## src/rtl/sdram_bist_if.sv

```systemverilog
`default_nettype none
// ============================================================================
// Module      : sdram_bist_if
// Description : CPU-side SDRAM controller bus. It carries the 68k-style
//               word address, UDS/LDS strobes, oe/we requests and dtack.
//               The master modport is the initiator and the slave modport is
//               the controller.
// Revision    : 1.0 - initial release
// ============================================================================
interface sdram_bist_if;
    logic [23:0] mem_addr;
    logic [15:0] mem_wdata;
    logic [15:0] mem_rdata;
    logic        mem_uds;
    logic        mem_lds;
    logic        mem_oe;
    logic        mem_we;
    logic        mem_dtack;

    modport master (
        output mem_addr, mem_wdata, mem_uds, mem_lds, mem_oe, mem_we,
        input  mem_rdata, mem_dtack
    );

    modport slave (
        input  mem_addr, mem_wdata, mem_uds, mem_lds, mem_oe, mem_we,
        output mem_rdata, mem_dtack
    );
endinterface
`default_nettype wire

```

## src/rtl/sdram_bist.sv

```systemverilog
`default_nettype none
// ============================================================================
// Module      : sdram_bist
// Description : SDRAM self-test bus initiator. It runs four passes in order:
//               write P(a), read/check P(a), write ~P(a), read/check ~P(a).
//               Each pass walks 2**LEN_LOG2 words upward from BASE. It counts
//               mismatches and latches the first failing address and data.
//               Optional macro SDRAM_BIST_BYTE_LANE_EN adds a fifth pass. For
//               each word it writes 8'hA5 through UDS only, then 8'h5A through
//               LDS only, then reads the word back and expects 16'hA55A.
// Revision    : 1.0 - initial release
// ============================================================================
module sdram_bist #(
    parameter logic [23:0] BASE          = 24'h000000,
    parameter int          LEN_LOG2      = 10,
    parameter int          MIN_READ_WAIT = 16,
    parameter int          DATA_DELAY    = 2,
    parameter int          WRITE_HOLD    = 4,
    parameter int          GAP           = 8
) (
    input  wire logic        clk,
    input  wire logic        reset,
    input  wire logic        start,
    output logic             busy,
    output logic             done,
    output logic             pass,
    output logic [15:0]      err_count,
    output logic [23:0]      err_addr,
    output logic [15:0]      err_data,
    output logic [15:0]      err_exp,
    sdram_bist_if.master     mem
);

    typedef enum logic [3:0] {
        IDLE   = 4'd0,
        W_REQ  = 4'd1,
        W_STB  = 4'd2,
        GAP_S  = 4'd3,
        R_REQ  = 4'd4,
        R_MIN  = 4'd5,
        R_ACK  = 4'd6,
        R_DLY  = 4'd7,
        CHECK  = 4'd8,
        DONE   = 4'd9
    } state_t;

    // Pass sequence: bit 0 selects read (1) or write (0), bit 1 selects the
    // inverted pattern, and value 4 is the byte-lane pass.
`ifdef SDRAM_BIST_BYTE_LANE_EN
    localparam logic [2:0]  SEQ_BYTE  = 3'd4;
    localparam logic [2:0]  SEQ_LAST  = 3'd4;
`else
    localparam logic [2:0]  SEQ_LAST  = 3'd3;
`endif
    localparam logic [15:0] HOLD_LAST = 16'(WRITE_HOLD - 1);
    localparam logic [15:0] GAP_LAST  = 16'(GAP - 1);
    localparam logic [15:0] MIN_LAST  = 16'(MIN_READ_WAIT - 1);
    localparam logic [15:0] DLY_LAST  = 16'(DATA_DELAY - 1);

    state_t                state, state_n;
    logic [15:0]           cnt, cnt_n;
    logic [LEN_LOG2-1:0]   index, index_n, index_inc;
    logic [2:0]            seq, seq_n;
    logic                  pass_r, pass_n;
    logic [15:0]           errc_n;
    logic [23:0]           erra_n;
    logic [15:0]           errd_n, erre_n;
`ifdef SDRAM_BIST_BYTE_LANE_EN
    logic [1:0]            step, step_n;
`endif

    logic [23:0]           addr;
    logic [15:0]           pattern;
    logic [15:0]           expect_word;
    logic                  wr_uds, wr_lds;

    assign addr      = BASE + 24'(index);
    assign pattern   = addr[15:0] ^ {8'h00, addr[23:16]};
    assign index_inc = index + LEN_LOG2'(1);

    // Expected word for the current access; it is also the write data.
    always_comb begin
        expect_word = seq[1] ? ~pattern : pattern;
        wr_uds      = 1'b1;
        wr_lds      = 1'b1;
`ifdef SDRAM_BIST_BYTE_LANE_EN
        if (seq == SEQ_BYTE) begin
            case (step)
                2'd0:    expect_word = 16'hA500;
                2'd1:    expect_word = 16'h005A;
                default: expect_word = 16'hA55A;
            endcase
            wr_uds = (step == 2'd0);
            wr_lds = (step == 2'd1);
        end
`endif
    end

    // Registered state, counters and result registers.
    always_ff @(posedge clk) begin
        if (reset) begin
            state     <= IDLE;
            cnt       <= '0;
            index     <= '0;
            seq       <= '0;
            pass_r    <= 1'b0;
            err_count <= '0;
            err_addr  <= '0;
            err_data  <= '0;
            err_exp   <= '0;
`ifdef SDRAM_BIST_BYTE_LANE_EN
            step      <= '0;
`endif
        end else begin
            state     <= state_n;
            cnt       <= cnt_n;
            index     <= index_n;
            seq       <= seq_n;
            pass_r    <= pass_n;
            err_count <= errc_n;
            err_addr  <= erra_n;
            err_data  <= errd_n;
            err_exp   <= erre_n;
`ifdef SDRAM_BIST_BYTE_LANE_EN
            step      <= step_n;
`endif
        end
    end

    // Next-state logic: pass sequencing, per-access timing and result checks.
    always_comb begin
        state_n = state;
        cnt_n   = cnt;
        index_n = index;
        seq_n   = seq;
        pass_n  = pass_r;
        errc_n  = err_count;
        erra_n  = err_addr;
        errd_n  = err_data;
        erre_n  = err_exp;
`ifdef SDRAM_BIST_BYTE_LANE_EN
        step_n  = step;
`endif
        case (state)
            IDLE: begin
                if (start) begin
                    state_n = W_REQ;
                    cnt_n   = '0;
                    index_n = '0;
                    seq_n   = '0;
                    pass_n  = 1'b0;
                    errc_n  = '0;
                    erra_n  = '0;
                    errd_n  = '0;
                    erre_n  = '0;
`ifdef SDRAM_BIST_BYTE_LANE_EN
                    step_n  = '0;
`endif
                end
            end
            W_REQ: begin
                state_n = W_STB;
                cnt_n   = '0;
            end
            W_STB: begin
                // Writes are posted, so they end after a fixed strobe time.
                if (cnt == HOLD_LAST) begin
                    state_n = GAP_S;
                    cnt_n   = '0;
                end else begin
                    cnt_n = cnt + 16'd1;
                end
            end
            GAP_S: begin
                if (cnt != GAP_LAST) begin
                    cnt_n = cnt + 16'd1;
                end else begin
                    cnt_n = '0;
`ifdef SDRAM_BIST_BYTE_LANE_EN
                    if (seq == SEQ_BYTE && step != 2'd2) begin
                        step_n  = step + 2'd1;
                        state_n = (step == 2'd0) ? W_REQ : R_REQ;
                    end else begin
                        step_n  = '0;
`else
                    begin
`endif
                        index_n = index_inc;
                        if (index_inc != '0) begin
                            state_n = seq[0] ? R_REQ : W_REQ;
                        end else if (seq == SEQ_LAST) begin
                            state_n = DONE;
                            pass_n  = (err_count == 16'd0);
                        end else begin
                            seq_n   = seq + 3'd1;
                            state_n = seq[0] ? W_REQ : R_REQ;
                        end
                    end
                end
            end
            R_REQ: begin
                state_n = R_MIN;
                cnt_n   = '0;
            end
            R_MIN: begin
                // dtack may be stale or belong to a refresh during this window.
                if (cnt == MIN_LAST) begin
                    state_n = R_ACK;
                    cnt_n   = '0;
                end else begin
                    cnt_n = cnt + 16'd1;
                end
            end
            R_ACK: begin
                if (mem.mem_dtack) begin
                    state_n = (DATA_DELAY == 0) ? CHECK : R_DLY;
                    cnt_n   = '0;
                end
            end
            R_DLY: begin
                if (cnt == DLY_LAST) begin
                    state_n = CHECK;
                    cnt_n   = '0;
                end else begin
                    cnt_n = cnt + 16'd1;
                end
            end
            CHECK: begin
                state_n = GAP_S;
                cnt_n   = '0;
                if (mem.mem_rdata != expect_word) begin
                    if (err_count == 16'd0) begin
                        erra_n = addr;
                        errd_n = mem.mem_rdata;
                        erre_n = expect_word;
                    end
                    if (err_count != 16'hFFFF) begin
                        errc_n = err_count + 16'd1;
                    end
                end
            end
            DONE: begin
                state_n = IDLE;
            end
            default: begin
                state_n = IDLE;
            end
        endcase
    end

    // Bus and status outputs decoded from the current state.
    always_comb begin
        mem.mem_addr  = addr;
        mem.mem_we    = (state == W_REQ) || (state == W_STB);
        mem.mem_oe    = (state == R_REQ) || (state == R_MIN) || (state == R_ACK) ||
                        (state == R_DLY) || (state == CHECK);
        mem.mem_uds   = mem.mem_oe || ((state == W_STB) && wr_uds);
        mem.mem_lds   = mem.mem_oe || ((state == W_STB) && wr_lds);
        mem.mem_wdata = mem.mem_we ? expect_word : 16'h0000;
        busy          = (state != IDLE) && (state != DONE);
        done          = (state == DONE);
        pass          = pass_r;
    end

endmodule
`default_nettype wire

```

## src/flat_wrapper.sv

```systemverilog
// flat-port wrapper written by rule: the top's interface ports become plain ports
module sdram_bist_flat 
#(
    parameter logic [23:0] BASE          = 24'h000000,
    parameter int          LEN_LOG2      = 10,
    parameter int          MIN_READ_WAIT = 16,
    parameter int          DATA_DELAY    = 2,
    parameter int          WRITE_HOLD    = 4,
    parameter int          GAP           = 8
)
  (clk, reset, start, busy, done, pass, err_count, err_addr, err_data, err_exp, mem_mem_addr, mem_mem_wdata, mem_mem_uds, mem_mem_lds, mem_mem_oe, mem_mem_we, mem_mem_rdata, mem_mem_dtack);
  sdram_bist_if mem_i ();
  input  wire logic clk;
  input  wire logic reset;
  input  wire logic start;
  output logic busy;
  output logic done;
  output logic pass;
  output logic [15:0] err_count;
  output logic [23:0] err_addr;
  output logic [15:0] err_data;
  output logic [15:0] err_exp;
  output wire logic [$bits(mem_i.mem_addr)-1:0] mem_mem_addr;
  output wire logic [$bits(mem_i.mem_wdata)-1:0] mem_mem_wdata;
  output wire logic [$bits(mem_i.mem_uds)-1:0] mem_mem_uds;
  output wire logic [$bits(mem_i.mem_lds)-1:0] mem_mem_lds;
  output wire logic [$bits(mem_i.mem_oe)-1:0] mem_mem_oe;
  output wire logic [$bits(mem_i.mem_we)-1:0] mem_mem_we;
  input wire logic [$bits(mem_i.mem_rdata)-1:0] mem_mem_rdata;
  input wire logic [$bits(mem_i.mem_dtack)-1:0] mem_mem_dtack;
  assign mem_mem_addr = mem_i.mem_addr;
  assign mem_mem_wdata = mem_i.mem_wdata;
  assign mem_mem_uds = mem_i.mem_uds;
  assign mem_mem_lds = mem_i.mem_lds;
  assign mem_mem_oe = mem_i.mem_oe;
  assign mem_mem_we = mem_i.mem_we;
  assign mem_i.mem_rdata = mem_mem_rdata;
  assign mem_i.mem_dtack = mem_mem_dtack;
  sdram_bist #(.BASE(BASE), .LEN_LOG2(LEN_LOG2), .MIN_READ_WAIT(MIN_READ_WAIT), .DATA_DELAY(DATA_DELAY), .WRITE_HOLD(WRITE_HOLD), .GAP(GAP)) u_core (.clk(clk), .reset(reset), .start(start), .busy(busy), .done(done), .pass(pass), .err_count(err_count), .err_addr(err_addr), .err_data(err_data), .err_exp(err_exp), .mem(mem_i));
endmodule
```

## config.mk

```make
export PLATFORM = sky130hd
export DESIGN_NAME = sdram_bist_flat
export DESIGN_NICKNAME = d
export VERILOG_FILES = /design/src/rtl/sdram_bist_if.sv /design/src/rtl/sdram_bist.sv /design/src/flat_wrapper.sv
export SDC_FILE = /design/constraint.sdc
export NUM_CORES = 1
export LEC_CHECK = 0
export BUFFER_PORTS_ARGS = -buffer_cell sky130_fd_sc_hd__buf_2
export CAP_MARGIN = 20
export CORE_MARGIN = 3
export CORE_UTILIZATION = 48
export CTS_CLUSTER_SIZE = 10
export DETAILED_ROUTE_END_ITERATION = 7
export PLACE_DENSITY = 0.77
export SETUP_SLACK_MARGIN = 0.1
export SYNTH_ARGS = -nofsm -noshare
export SYNTH_HDL_FRONTEND = slang
export SYNTH_SLANG_ARGS = --single-unit
```

## constraint.sdc

```tcl
create_clock -name clk -period 2.75 [get_ports clk]
set_clock_uncertainty 0.2 [all_clocks]
set_input_delay 0.6875 -clock clk [delete_from_list [all_inputs] [get_ports clk]]
set_output_delay 0.6875 -clock clk [all_outputs]
set_load 0.02 [all_outputs]
```

==> After elaboration in Yosys (flattened, before gate mapping) <==
Index checks and enable logic that the tools add are counted.
{ "op_classes": {"add_sub_neg": 4, "n_eq_ne": 29, "n_mux": 46, "n_bitwise": 1, "reduce_logical": 22} }
{ "ops": {"columns": ["op", "count"], "rows": [
  ["$mux 16", 14],
  ["$pmux 16 s7", 1],
  ["$pmux 16 s2", 3],
  ["$mux 24", 3],
  ["$pmux 24 s2", 1],
  ["$pmux 4 s9", 1],
  ["$add 16x1->16 const B", 2],
  ["$mux 4", 8],
  ["$mux 10", 2],
  ["$pmux 10 s2", 1],
  ["$mux 3", 6],
  ["$eq 16x1->1 const B", 1],
  ["$eq 16x2->1 const B", 1],
  ["$eq 16x4->1 const B", 1],
  ["$eq 4x3->1 const B", 4],
  ["$logic_not 16->1", 1],
  ["$ne 16x16->1", 1],
  ["$ne 16x16->1 const B", 1],
  ["$ne 16x3->1 const B", 1],
  ["$not 10->16", 1],
  ["$ne 2x1->1 const B", 7],
  ["$add 10x1->10 const B", 1],
  ["$ne 2x2->1 const B", 5],
  ["$reduce_and 5->1", 2],
  ["other kinds (20)", 33]
]} }
{ "totals": {"ff_bits": 106, "input_bits": 20, "out_inout_bits": 119, "elab_cells": 111} }

==> Depth between registers and ports, before layout <==
Gate-level depths: netlist of run 1.
{ "logic_depth": {"word_depth": 6, "ltp_mapped": 10, "mapped_depth_nobuf": 8} }

==> Worst setup path after synthesis of run 1 <==
OpenSTA, ideal clock, no wires.
{ "synth_timing": {"path_type": "register -> register", "startpoint": "register u_core.index[0]", "endpoint": "register u_core.seq[1]", "setup_time_ps": 88, "arrival_ps": 2424, "required_ps": 2462, "setup_slack_ps": 37, "path_stages_with_launch": 8, "n_path_buf": 0, "period_less_slack_ps": 2713, "path_cell_list": "dfxtp_1 ha_1 or3_1 a21oi_1 nand4_1 a2111oi_4 or4b_4 o32ai_2"} }
{ "synth_via": {"elab_chain_cells": 4} }
{ "synth_rtl": {"columns": ["element", "line", "text"], "rows": [
  ["start, declared", "sdram_bist.sv:62", "logic [LEN_LOG2-1:0] index, index_n, index_inc;"],
  ["start signal, assigned", "sdram_bist.sv:117", "index <= index_n;"],
  ["$add 10x1->10", "sdram_bist.sv:79", "assign index_inc = index + LEN_LOG2'(1);"],
  ["$reduce_bool 10->1", "sdram_bist.sv:189", "if (index_inc != '0) begin"],
  ["$ne 2x2->1 (no source line)", null, null],
  ["$reduce_and 5->1 (no source line)", null, null],
  ["end signal, assigned", "sdram_bist.sv:118", "seq <= seq_n;"],
  ["end, declared", "sdram_bist.sv:63", "logic [2:0] seq, seq_n;"]
]} }
Every way passes these cells.
A chain may end at the register's enable or synchronous reset.

==> Worst setup path in the final report of run 1 <==
{ "layout_timing": {"startpoint": "register u_core.seq[1]", "endpoint": "register u_core.err_exp[6]"} }
{ "layout_via": {"elab_chain_cells": 4, "word_cells_on_any_way": 7, "classes_between": "eq/ne (2); mux (4); reduce/logical (1)"} }
{ "layout_rtl": {"columns": ["element", "line", "text"], "rows": [
  ["$mux 16 *", "sdram_bist.sv:83", "expect_word = seq[1] ? ~pattern : pattern;"],
  ["$ne 16x16->1 or $mux 16 (tied branches)", "sdram_bist.sv:231, sdram_bist.sv:232", null],
  ["$ne 2x1->1 (no source line) or $mux 16 (tied branches)", null, null],
  ["$reduce_and 4->1 (no source line) or $pmux 16 s2 (tied branches)", null, null],
  ["end signal, assigned", "sdram_bist.sv:123", "err_exp <= erre_n;"],
  ["end, declared", "sdram_bist.sv:30", "output logic [15:0] err_exp,"]
]} }
Mark *: on every way between the ends. The rest lies on a longest branch, timed or not. The select of a mux whose other input is x is not followed.

==> metrics, run 1 <==
status finished clean; DP HPWL between 10 and 15 mm; post-route setup TNS 0 ns; normalized max-slew margin a little under three fifths; LEAKAGE 2.455 nW; RR Startpoint u_core.seq[1]$_SDFFE_PP0P_; # hold bufs at CTS 0; clock latency on the worst-skew pair 0.36 ns; Die X 110.0 um; Setup crit start kind flip-flop; number of setup violations in the final report 0; maxcap violations 0; worst-path maximum fanout 31; Synth async-reset ratio 0%; grt peak-use layer met2; Total Routing Usage GR between 20 and 25%; io pins between 100 and 150; Post-Place Setup Slack -0.02471 ns; CP max stage cell dfxtp_1; GR Layer Usage met2 around two fifths; height of the die approximately 110 um; DR WL/cell between 15 and 20 um; Synth cell types 69; Main synth FF type dfxtp_1; vias in the first global route ~4600; Vias just over 5000; CTS tree done; Antenna diodes 0; Final Cycle Share a little over 90%; fin cells ~880; cell family with most CP delay simple AND/OR/NAND/NOR gates; endpoints failing hold 0; H-tree depth 3; DRC viols 0; max-slew violation count 0; Pwr Density 547.0 nW/um^2; Post-Synthesis Cells approximately 640; CP Cell Sequence inv_1, nor4_1, nand4_1, a2111oi_4, buf_4, or4_1, a21oi_1; RSZ-0062 raised after global routing yes; clk slew on worst S/H paths about 0.090 ns; maximum root-to-sink buffer count 2; grt total ovfl 0; fin crit period approximately 2.6 ns; Yosys reg bits 87; Via density roughly 5.8; GR Layer Usage met1 between 20 and 30%; area growth from synthesis to layout 16.92%; Slew @ Worst Pin around 0.66 ns; root buffer selected by CTS clkbuf_8; Worst setup EP type flip-flop; RD Place Congestion ~0.9; ANT nets after route 0; Hold/Removal Path Class flip-flop to flip-flop; crit-path max cell delay 0.52 ns; endpoint required time on the critical path approximately 2.8 ns; initial antenna violation count 0; core area approximately 10000 sq um; synthesized area 5192 sq um; Critical path origin u_core.seq[1]$_SDFFE_PP0P_; Seq/Total Area, Yosys 33.54%; CP Buf/Inv Count 2; EDFF count, synth 0; class of the most critical setup path flip-flop to flip-flop; global-route wire length before repair 22.49 mm; syn avg cell area 8.101 sq um; nets 765; largest net degree at the start of global routing slightly below 50; row cnt 37; die area around 12000 sq um; met3 usage around 4.1%; I/O Buffers 110; Critical Path AT 2.59 ns; Pre-Repair DR Iteration Count 5; Initial Util between 40 and 50%; YS warnings 0; HP Start u_core.err_data[0]$_SDFFE_PP0P_; routed wire length around 14 mm; TritonCTS Buffers 9; share of cells above drive strength 1 approximately 27%; clock sinks just under 90; worst setup margin ~0.19 ns; Filler Cell Count just over 900; worst vdd rail ir drop approximately 0.00052 V; Placed Cells approximately 860; Peak Freq ~390 MHz; First DRT Iteration DRCs about 340
-- flip-flops by register name, indices dropped and copies added (netlist names) --
register and count:
u_core.state 4, u_core.err_addr 10, u_core.err_data 16, u_core.index 10, u_core.cnt 16, u_core.pass 1, u_core.seq 3, u_core.err_exp 11
u_core.err_count 16
-- timing repair --
action / in CTS / in global routing
buffers inserted: 1 / 2
resized for setup: 5 / 17
setup endpoints to repair: 17 / 66
pin swaps: 0 / 2
-- cells by family (layout without fill, tap and decap cells) --
group,count (synthesis),count (layout),share of synthesized area [%]
AND/OR/NAND/NOR,248,248,27.59
AO/OA/AOI/OAI,153,153,17.28
buffers and inverters,103,177,12.58
flip-flops,87,87,33.54
XOR/XNOR,37,37,6.241
adder cells (fa/ha/maj),8,8,1.928
multiplexers,4,4,0.7711
other,1,28,0.07222
-- worst register-to-register path, stage by stage (launching register included) --
cell	delay [ns]
dfxtp_1	0.52
inv_1	0.15
nor4_1	0.30
nand4_1	0.23
a2111oi_4	0.43
buf_4	0.36
or4_1	0.18
a21oi_1	0.06
-- cells in the mapped netlist, types with 3 or more instances --
master     n  area share, %
buf_2      8           0.77
o21ai_0   10           0.96
nand2_1   27            2.0
inv_1     12           0.87
and2_1     6           0.72
nor2b_1    6           0.72
nor4b_1    4           0.67
xor2_1    14            2.4
a21oi_1   61            5.9
clkbuf_1  29            2.1
nand2b_1   3           0.36
buf_6      9            2.0
or3_1     14            1.7
o31ai_1    4           0.58
nor3_1    10           0.96
buf_4     39            5.6
mux2i_1    4           0.77
nand4_1   47            5.7
or2_2      3           0.36
nor2_1    44            3.2
dfxtp_1   87             34
a31oi_1    6           0.72
ha_1       8            1.9
o211ai_1   4           0.58
nand3_1   21            2.0
xnor2_1   23            3.9
nor4_1    13            1.6
or4_1     17            2.5
and3_1    12            1.4
a211oi_1   3           0.43
o21ai_1   48            4.6
-- layout make-up --
cell class	count	area, sq um	area share, %
Timing Repair Buffer	149	882.1	14.53
Multi-Input combinational cell	478	2964	48.83
Clock buffer	11	151.4	2.494
Inverter	12	45.04	0.7420
Tap cell	136	170.2	2.803
Sequential cell	87	1754	28.90
Clock inverter	5	103.9	1.711
-- path summary, 6_finish.rpt --
| check | end | slack [ns] | cells after the start |
|---|---|---|---|
| max | u_core.err_exp[6]$_SDFFE_PP0P_ | 0.19 | 7 |
| min | u_core.err_data[0]$_SDFFE_PP0P_ | 0.28 | 2 |
| max reg2reg | u_core.err_exp[6]$_SDFFE_PP0P_ | 0.19 | 7 |
| min reg2reg | u_core.err_data[0]$_SDFFE_PP0P_ | 0.28 | 2 |
-- metal layers --
layer,wire length [um],up-vias
met2,6979,214
li1,-,2456
met3,1030,18
met1,5837,2396
met5,0,-
met4,221,0
-- placed cells by master (no fill, tap or decap), types with 14 or more instances in the layout --
master and n:
xor2_1 14, dfxtp_1 79, buf_2 106, nand3_1 21, buf_4 40, xnor2_1 23, nand2_1 26, nor2_1 43
a21oi_1 60, nand4_1 47, o21ai_1 48, or4_1 17, conb_1 28
-- stage by stage --
stage / instance area, sq um / total power [W] / util [%] / hold WS, ns
2_1_floorplan: 5296 / 0.001965 / - / 0.2635
3_3_place_gp: 5723 / 0.002156 / 54.94 / 0.2584
3_5_place_dp: 5723 / 0.002173 / 54.94 / 0.2669
4_1_cts: 5997 / 0.003289 / 57.57 / 0.2782
5_1_grt: 6071 / 0.003466 / 58.28 / 0.2977
6_report: 6071 / 0.003321 / 58.28 / 0.2755
-- power by group --
part	internal [W]	switching, W	total (W)
clock network	0.000653	0.000461	0.00111
logic	0.000294	0.000575	0.000870
registers	0.00129	0.0000498	0.00134
total	0.00223	0.00109	0.00332
(Power assumes the default switching activity.)
==> run 2: changes to the inputs <==
MAX_ROUTING_LAYER = met4   (was not set)
==> run 2 against run 1 <==
  * Via count up 1.1%
  * Global-route usage increased by 0.69 points
  * Highest routed layer unchanged
  * Power hardly changed
  * First-iteration DRC count increased by 8.8%
  * Combinational power barely moved
  * Register-to-register slack barely moved
  * Utilization about the same
  * Clock power barely moved
  * Count of clock-buffer cells in the layout stayed put
  * Final area hardly changed
  * Sequential cell count did not move
  * Wire length is 1.2% higher
==> metrics, run 2 (synthesized netlist as in run 1, its figures left out) <==
status finished clean; hold depth 2 (unchanged); Pwr Density 546.8 nW/um^2 (about the same); Peak Freq 393.0 MHz (+0.42%); clk slew on worst S/H paths 0.09 ns (about the same); Via density 5.856 (+1.1%); grt total ovfl 0 (unchanged); Pre-Repair DR Iteration Count 5 (unchanged); commonest non-fill, non-tap cell in the layout buf_2; worst vdd rail ir drop 0.0005167 V (about the same); Final Cycle Share 92.52% (-0.39 points); core area 10420 sq um (unchanged); class of the most critical setup path flip-flop to flip-flop; global-route wire length before repair 22.50 mm (about the same); endpoints failing hold 0 (unchanged); total internal power 0.002235 W (about the same); normalized max-slew margin 54.30% (-1.6 points); RSZ-0062 raised after global routing yes; Seq pwr share 40.3% (about the same); CTS tree done; worst setup margin 0.2057 ns (+0.01077 ns); DR WL/cell 16.21 um (+1.2%); most frequent cells in the layout buf_2, dfxtp_1, a21oi_1, o21ai_1, nand4_1; clock latency on the worst-skew pair 0.36 ns (about the same); clock sinks 87 (unchanged); routed wire length 14.23 mm (+1.2%); vias in the first global route 4554 (+0.022%); Worst R2R Path Depth 7 (unchanged); Setup crit start kind flip-flop; Filler Cell Count 932 (unchanged); fin crit period 2.544 ns (-0.01077 ns); TritonCTS Buffers 9 (unchanged); Post-Place Setup Slack -0.02471 ns (unchanged); number of setup violations in the final report 0 (unchanged); RD Place Congestion 0.9149 (+1.7%); Total Routing Usage GR 23.76% (+0.69 points); clock network power share 33.5% (about the same); I/O Buffers 110 (unchanged); die area 12100 sq um (unchanged); io pins 139 (unchanged); final instance area 6075 sq um (about the same); First DRT Iteration DRCs 372 (+8.8%); placed cell area 5723 sq um (unchanged); nets 765 (unchanged); initial antenna violation count 0 (unchanged); H-tree depth 3 (unchanged); max-slew violation count 0 (unchanged); Antenna diodes 0 (unchanged); area growth from synthesis to layout 16.99% (about the same); LEAKAGE 2.456 nW (about the same); Vias 5142 (+1.1%); Final Core Density 58.32% (about the same); DP HPWL 10.08 mm (unchanged); Sw Ratio 32.72% (about the same); Final Hold Slack 0.2760 ns (+0.0004240 ns); endpoint required time on the critical path 2.83 ns (+0.04 ns); height of the die 110.0 um (unchanged); row cnt 37 (unchanged); Die X 110.0 um (unchanged); total power 0.003322 W (about the same); Slew @ Worst Pin 0.6840 ns (+0.02428 ns); largest net degree at the start of global routing 49 (unchanged); root buffer selected by CTS clkbuf_8; Hold/Removal Path Class flip-flop to flip-flop; maxcap violations 0 (unchanged); biggest regs u_core.cnt x16, u_core.err_count x16, u_core.err_data x16; Critical Path AT 2.62 ns (+0.03 ns); multi-input logic area 2964 sq um (unchanged); maximum root-to-sink buffer count 2 (unchanged); Seq. cell area 1754 sq um (unchanged); switching power 0.001087 W (about the same); share of cells above drive strength 1 26.82% (unchanged); Worst setup EP type flip-flop; worst-path maximum fanout 7 (-77%); Comb power frac 26.2% (about the same); ANT nets after route 0 (unchanged); Initial Util 49.85% (unchanged); DRC viols 0 (unchanged); # hold bufs at CTS 0 (unchanged)
==> run 2: cell counts in the layout (fill, tap and decap cells not counted) <==
Identical to the previous run, type by type.
==> run 2: per-stage QoR <==
step | std cells | TNS [ns]
4_1_cts | 876 | 0
3_3_place_gp | 859 | 0
2_1_floorplan | 668 | 0
5_1_grt | 878 | 0
6_report | 878 | 0
3_5_place_dp | 859 | -0.1640
==> run 2: power by group through the flow <==
stage / Sequential, W / Combinational, W / Clock (W)
finish: 0.00134 / 0.000870 / 0.00111
global route: 0.00134 / 0.000949 / 0.00118
CTS: 0.00133 / 0.000823 / 0.00113
detailed placement: 0.00136 / 0.000814 / 0
global placement: 0.00136 / 0.000799 / 0
floorplan: 0.00134 / 0.000621 / 0
==> run 2: routing by layer <==
metal | global-route usage (%) | vias to the layer above | part of all wire [%]
met1 | 29.57 | 2424 | 42
li1 | - | 2462 | -
met3 | 4.019 | 21 | 7.3
met5 | - | - | 0
met2 | 39.34 | 235 | 49
met4 | 7.569 | 0 | 1.8
==> run 2: layout make-up <==
cell class                      instances  area share (%)
Multi-Input combinational cell        478           48.79
Sequential cell                        87           28.88
Timing Repair Buffer                  149           14.58
Tap cell                              136           2.801
Clock buffer                           11           2.492
Clock inverter                          5           1.710
Inverter                               12          0.7415
==> run 2: timing repair <==
action | 4_1_cts | 5_1_grt
endpoints found under the hold margin | 0 | 0
pin swaps | 0 | 2
buffers inserted | 1 | 2
gates cloned | 0 | 0
gates resized for setup | 5 | 18
endpoints found under the setup margin | 17 | 66
==> run 2: path summary, 6_finish.rpt <==
kind                                                 startpoint                              end  slack, ns
worst min-delay path            u_core.err_data[0]$_SDFFE_PP0P_  u_core.err_data[0]$_SDFFE_PP0P_       0.28
worst max register to register     u_core.index[1]$_SDFFE_PP0P_       u_core.seq[1]$_SDFFE_PP0P_       0.21
worst max-delay path               u_core.index[1]$_SDFFE_PP0P_       u_core.seq[1]$_SDFFE_PP0P_       0.21
worst min register to register  u_core.err_data[0]$_SDFFE_PP0P_  u_core.err_data[0]$_SDFFE_PP0P_       0.28
==> run 2: critical path, stage by stage, from the launching register on <==
cell	delay [ns]
dfxtp_1	0.34
ha_4	0.19
or3_1	0.33
a21oi_2	0.14
nand4_1	0.15
a2111oi_4	0.40
or4b_4	0.53
o32ai_2	0.20
